`config.mk`:
```
export PLATFORM = sky130hd
export DESIGN_NAME = dmem_bridge
export DESIGN_NICKNAME = d
export VERILOG_FILES = /design/src/rtl/dmem_pkg.sv /design/src/rtl/dmem_lane_align.sv /design/src/rtl/dmem_bridge.sv
export SDC_FILE = /design/constraint.sdc
export NUM_CORES = 1
export LEC_CHECK = 0
export BUFFER_PORTS_ARGS = -buffer_cell sky130_fd_sc_hd__clkbuf_2
export CAP_MARGIN = 5
export CORE_MARGIN = 2
export CORE_UTILIZATION = 49
export CTS_CLUSTER_DIAMETER = 60
export DETAILED_ROUTE_END_ITERATION = 12
export PLACE_DENSITY_LB_ADDON = 0.08
export RECOVER_POWER = 50
export SETUP_SLACK_MARGIN = 0.5
export SYNTH_ARGS = -nofsm -noshare
export SYNTH_HDL_FRONTEND = slang
export SYNTH_SLANG_ARGS = --single-unit
```
`constraint.sdc`:
```
create_clock -name CLK -period 3.7 [get_ports CLK]
set_input_delay 0.37 -clock CLK [delete_from_list [all_inputs] [get_ports CLK]]
set_output_delay 0.37 -clock CLK [all_outputs]
set_load 0.02 [all_outputs]
```
`src/rtl/dmem_pkg.sv`:
```
// dmem_bridge shared types: FSM states, funct3 size codes, counter width.
// Optional misalignment trap is selected with DMEM_MISALIGN_TRAP_EN.
package dmem_pkg;

  typedef enum logic [1:0] {
    S_IDLE,
    S_REQ,
    S_RESP
  } dmem_state_t;

  typedef enum logic [1:0] {
    SZ_B,
    SZ_H,
    SZ_W
  } dmem_size_t;

  localparam logic [2:0] MEM_B  = 3'b000;
  localparam logic [2:0] MEM_H  = 3'b001;
  localparam logic [2:0] MEM_W  = 3'b010;
  localparam logic [2:0] MEM_BU = 3'b100;
  localparam logic [2:0] MEM_HU = 3'b101;

  localparam int CNT_W = 8;

  // Unknown funct3 codes fall back to a full word.
  function automatic dmem_size_t size_of(
    input logic [2:0] t
  );
    dmem_size_t s;
    case (t)
      MEM_B, MEM_BU: s = SZ_B;
      MEM_H, MEM_HU: s = SZ_H;
      default:       s = SZ_W;
    endcase
    return s;
  endfunction

  function automatic logic misaligned(
    input logic [2:0] t,
    input logic [1:0] o
  );
    logic m;
    case (size_of(t))
      SZ_H:    m = o[0];
      SZ_W:    m = |o;
      default: m = 1'b0;
    endcase
    return m;
  endfunction

endpackage

```
`src/rtl/dmem_lane_align.sv`:
```
// Byte-lane steering: store byte enables, replicated store data and
// right-justified load word; offset is forced to natural alignment.
module dmem_lane_align
  import dmem_pkg::*;
(
  input  logic [2:0]  i_type,
  input  logic [1:0]  i_off,
  input  logic [31:0] i_wdata,
  input  logic [31:0] i_rword,
  output logic [3:0]  o_be,
  output logic [31:0] o_wdata,
  output logic [31:0] o_rdata
);

  dmem_size_t w_size;
  logic [1:0] w_off;

  always_comb begin
    w_size  = size_of(i_type);
    w_off   = i_off;
    o_be    = 4'b1111;
    o_wdata = i_wdata;
    case (w_size)
      SZ_B: begin
        o_be    = 4'b0001 << w_off;
        o_wdata = {4{i_wdata[7:0]}};
      end
      SZ_H: begin
        w_off   = {i_off[1], 1'b0};
        o_be    = 4'b0011 << w_off;
        o_wdata = {2{i_wdata[15:0]}};
      end
      default: begin
        w_off   = 2'b00;
        o_be    = 4'b1111;
        o_wdata = i_wdata;
      end
    endcase
    o_rdata = i_rword >> {w_off, 3'b000};
  end

endmodule

```
`src/rtl/dmem_bridge.sv`:
```
// CPU stage-3 to word SRAM bridge: lane alignment, req/ack sequencing,
// timeout abort. Define DMEM_MISALIGN_TRAP_EN to trap misaligned H/W.
module dmem_bridge
  import dmem_pkg::*;
#(
  parameter int ADDR_W  = 16,
  parameter int TIMEOUT = 255
) (
  input  logic              CLK,
  input  logic              rst,
  input  logic [31:0]       cpu_addr,
  input  logic [31:0]       cpu_wr_data,
  input  logic [2:0]        cpu_type,
  input  logic              cpu_rd_en,
  input  logic              cpu_wr_en,
  output logic [31:0]       cpu_rd_data,
  output logic              stall,
  output logic              bus_err,
  output logic              mem_req,
  output logic              mem_we,
  output logic [ADDR_W-1:0] mem_addr,
  output logic [3:0]        mem_be,
  output logic [31:0]       mem_wdata,
  input  logic              mem_ack,
  input  logic [31:0]       mem_rdata
);

  localparam logic [CNT_W-1:0] TO_LAST = CNT_W'(TIMEOUT - 1);

  dmem_state_t       r_state;
  dmem_state_t       w_next;
  logic [CNT_W-1:0]  r_cnt;
  logic              r_err;
  logic              r_req;
  logic              r_we;
  logic [ADDR_W-1:0] r_addr;
  logic [1:0]        r_off;
  logic [2:0]        r_type;
  logic [31:0]       r_data;
  logic [31:0]       r_rd;

  logic              w_req_in;
  logic              w_mis;
  logic              w_to;
  logic [3:0]        w_be;
  logic [31:0]       w_wdata;
  logic [31:0]       w_rdata;
  logic              w_unused;

  assign w_req_in = cpu_rd_en | cpu_wr_en;
  assign w_to     = (r_cnt == TO_LAST);
  assign w_unused = ^{cpu_addr[31:ADDR_W+2]};

`ifdef DMEM_MISALIGN_TRAP_EN
  assign w_mis = misaligned(cpu_type, cpu_addr[1:0]);
`else
  assign w_mis = 1'b0;
`endif

  dmem_lane_align u_align (
    .i_type  (r_type),
    .i_off   (r_off),
    .i_wdata (r_data),
    .i_rword (mem_rdata),
    .o_be    (w_be),
    .o_wdata (w_wdata),
    .o_rdata (w_rdata)
  );

  always_ff @(posedge CLK or posedge rst) begin
    if (rst) r_state <= S_IDLE;
    else     r_state <= w_next;
  end

  always_comb begin
    w_next = r_state;
    stall  = 1'b0;
    case (r_state)
      S_IDLE: begin
        stall = w_req_in;
        if (w_req_in) w_next = w_mis ? S_RESP : S_REQ;
      end
      S_REQ: begin
        stall = 1'b1;
        if (mem_ack || w_to) w_next = S_RESP;
      end
      S_RESP:  w_next = S_IDLE;
      default: w_next = S_IDLE;
    endcase
  end

  always_ff @(posedge CLK or posedge rst) begin
    if (rst) begin
      r_cnt  <= '0;
      r_err  <= 1'b0;
      r_req  <= 1'b0;
      r_we   <= 1'b0;
      r_addr <= '0;
      r_off  <= 2'b00;
      r_type <= 3'b000;
      r_data <= 32'h0;
      r_rd   <= 32'h0;
    end else begin
      case (r_state)
        S_IDLE: begin
          if (w_req_in) begin
            r_addr <= cpu_addr[ADDR_W+1:2];
            r_off  <= cpu_addr[1:0];
            r_type <= cpu_type;
            r_data <= cpu_wr_data;
            r_we   <= cpu_wr_en;
            r_cnt  <= '0;
            if (w_mis) begin
              r_err <= 1'b1;
              if (!cpu_wr_en) r_rd <= 32'h0;
            end else begin
              r_req <= 1'b1;
            end
          end
        end
        S_REQ: begin
          if (mem_ack) begin
            r_req <= 1'b0;
            if (!r_we) r_rd <= w_rdata;
          end else if (w_to) begin
            r_req <= 1'b0;
            r_err <= 1'b1;
            r_rd  <= 32'h0;
          end else begin
            r_cnt <= r_cnt + 1'b1;
          end
        end
        default: ;
      endcase
    end
  end

  // Lane outputs idle at zero whenever no request is on the bus.
  assign mem_req     = r_req;
  assign mem_we      = r_req & r_we;
  assign mem_addr    = r_addr;
  assign mem_be      = r_req ? (r_we ? w_be : 4'b1111) : 4'b0000;
  assign mem_wdata   = (r_req & r_we) ? w_wdata : 32'h0;
  assign cpu_rd_data = r_rd;
  assign bus_err     = r_err;

endmodule

```
==> out/qor.txt <==
setup repair bufs after CTS -> 0
leading post-synthesis cells by cell area -> dfrtp_1, nand2_1, mux2i_1
I/O Pins -> 192
Logic pwr share -> 0.510
cells along the critical path -> or3b_1 > o21ai_0 > a21oi_1 > clkbuf_2
dpl hpwl -> 9000 um
number of remaining DRC errors -> 0
Num Clock Sinks -> 97
xor and xnor area share after synthesis -> 0
hold_buf cts -> 0
Hold WC Path Type -> input port to register
port buffer count -> 176
Die X -> 103 um
sequential area share after synthesis -> 0.509
Worst Path Required -> 3.33 ns
PD cells -> 902 nW/um^2
Resized Gates After CTS -> 0
Crit. End Element -> output pin
min cycle time layout -> 2.93 ns
Reg clk slew, reported paths -> 0.10 ns
Least-Margin Pin Slew -> 1.90 ns
R2R setup slack -> 1.06 ns
Post-Syn Nets -> 658
Routed Antenna Nets -> 0
Post-Syn Area -> 4770 um^2
CTS Root Cell -> clkbuf_8
YS warnings -> 0
Sw Ratio -> 0.482
Placer Congestion -> 0.915
via/cell ratio -> 5.24
Avg WL per Cell -> 14.9 um
largest family of logic cells by synthesized area -> simple AND/OR/NAND/NOR gates
Cells after DPL -> 834
vias in the first global route -> 3948
Synth Area in Simple Gates -> 0.252
pin count of the biggest net entering global routing -> 58
fin area -> 5840 um^2
final clock skew -> 0.0133 ns
Rel. slew slack -> -0.267
Main synth FF type -> dfrtp_1
Clk network pwr share -> 0.128
Hold Path Sink -> r_data[22]
Row Count -> 36
Post-Synth Adder-Cell Area -> 0.00525
switching pwr -> 2.54 mW
Max-Cap Viols -> 2
Slew Limit Fails -> 75
Die ar. -> 10500 um^2
Yosys top cell area share -> 0.509
Post-Syn Area per Cell -> 8.64 um^2
LEAKAGE -> 3.11 nW
starting density of the core -> 0.497
GRT Overall Usage -> 0.239
setup TNS -> 0 ns
unrepaired setup endpoints after global routing -> no
Overflow after GRT -> 0
later-pin clock latency in the skew report -> 0.36 ns
n_diodes -> 0
drt total wl -> 12700 um
CP Class -> register to output pin
crit start category -> register
R2R depth -> 6
CP Max Fanout -> 25
Crit Reg-Reg Endpoint -> cpu_rd_data[31]
drt pass-1 iters -> 4
fillers -> 903
CTS H-tree lvls -> 3
Die Ht -> 103 um
Final Hold Viols -> 0
Final Setup Violations -> 0
total number of vias -> 4451
first-pass GRT wire length -> 19700 um
FMAX -> 0.341 GHz
layout cells sized above 1 -> 0.225
status -> finished with violations
CTS tree -> done
clk buf depth -> 2
Worst VDD drop -> 0.501 mV
internal power -> 2.73 mW
area post-placement -> 5720 um^2
Post-synth EDFFs -> 0
CP arrival -> 2.56 ns
worst r2r src -> r_type[1]
synthesized instance count -> 552
Worst path slowest cell -> or3b_1
area delta synth->final -> 22.6%
NumNets Final -> 818
Synth Area in Compound Gates -> 0.139
Finished Layout Cells -> 849
Seq pwr share -> 0.362
failing checks -> capacitance limit, slew limit
fraction of registers with async set/reset -> 1.00
worst hold stages -> 3
hold_sp -> cpu_wr_data[22]
Num CTS Buffers -> 9
initial drt markers -> 247
post-synthesis mux area share -> 0.0546
slowest stage delay, CP -> 0.85 ns
#FFs+latches synth -> 97
Core Footprint -> 9590 um^2
post-synth cell types -> 39
Yosys top cell by area -> dfrtp_1
initial antenna violation count -> 0
period utilisation layout -> 0.792
[power groups by stage]
stage | registers (mW) | logic (mW) | clock network (mW)
after floorplan | 2.10 | 1.69 | 0
after global placement | 1.90 | 2.71 | 0
after detailed placement | 1.92 | 2.76 | 0
after CTS | 1.90 | 2.76 | 0.693
after global routing | 1.97 | 3.00 | 0.737
final | 1.91 | 2.69 | 0.675
[placed cells by master, fill, tap and decap left out, types with 7 or more instances in the layout]
cell       netlist  routed
dfrtp_1         97      97
a21oi_1         41      41
a21o_1           9       9
clkbuf_8         0       9
and3_1           8       8
nor2_1          31      31
a22o_1          17      17
mux2i_1         26      26
o2bb2ai_1        8       8
a311oi_1         8       8
nand3_1         10      10
clkbuf_1        18      47
nand2_1        213     212
clkbuf_2         0     133
buf_4            1       7
[final cells by class]
cell class / instances / area (um^2) / share of cell area
flip-flops and latches: 97 / 2430 / 0.415
multi-input cells: 413 / 2150 / 0.369
repair buffers: 185 / 887 / 0.152
well taps: 133 / 166 / 0.0285
clock buffers: 11 / 131 / 0.0225
clock inverters: 4 / 53.8 / 0.00921
inverters: 6 / 23.8 / 0.00407
[flip-flops by register name, indices dropped and copies added (netlist names)]
signal,cells
r_off,2
bus_err,1
r_data,32
mem_req,1
r_type,2
cpu_rd_data,32
r_state,2
r_we,1
mem_addr,16
r_cnt,8
[cells by family (layout without fill, tap and decap cells)]
| family | after synthesis | in the layout |
|---|---|---|
| buffers and inverters | 42 | 206 |
| AND/OR/NAND/NOR | 287 | 287 |
| multiplexers | 26 | 26 |
| AO/OA/AOI/OAI | 98 | 98 |
| flip-flops | 97 | 97 |
| adder cells (fa/ha/maj) | 2 | 2 |
[worst max-delay path, delay by kind of cell (launching register included)]
kind                   cells  cell delay (ns)
and+or+nand+nor            1             0.85
DFF                        1             0.76
AOI/OAI and AO/OA          2             0.41
buffers and inverters      1             0.21
[synth_stat cells (3+ instances only)]
master / instances
clkbuf_1: 18
o2bb2ai_1: 8
nor2_1: 31
nand2b_1: 4
nor4_1: 3
inv_1: 6
nand2_1: 213
a21oi_1: 41
a311oi_1: 8
nand3_1: 10
and3_1: 8
o31ai_1: 4
buf_2: 14
or4_1: 4
mux2i_1: 26
nor2b_1: 3
a21o_1: 9
o21ai_0: 5
a22o_1: 17
dfrtp_1: 97
[per-layer routing]
metal / routed length, um / GRT usage
met1: 5650 / 0.343
met2: 5910 / 0.365
met3: 880 / 0.0441
met4: 235 / 0.0892
met5: 0 / 0
[worst max-delay path by stage]
stage	start	end	slack, ns	cells after the start
after detailed placement	r_type[1]	cpu_rd_data[31]	1.08	6
after CTS	r_type[0]	mem_be[2]	0.76	4
final	r_type[0]	mem_be[2]	0.77	4
after global routing	rst	r_data[9]	0.28	3
after global placement	r_type[1]	cpu_rd_data[31]	1.16	6
after floorplan	rst	bus_err	0.80	1
[per-stage QoR]
step / utilization / hold slack [ns] / setup WS, ns / total power, mW
2_1_floorplan: - / 0.445 / 0.796 / 3.79
3_3_place_gp: 0.596 / 0.419 / 1.16 / 4.61
3_5_place_dp: 0.596 / 0.417 / 1.08 / 4.67
4_1_cts: 0.616 / 0.0230 / 0.764 / 5.36
5_1_grt: 0.609 / 0.184 / 0.283 / 5.71
6_report: 0.609 / 0.191 / 0.771 / 5.27
No activity file was read; power rests on OpenSTA's default activity.
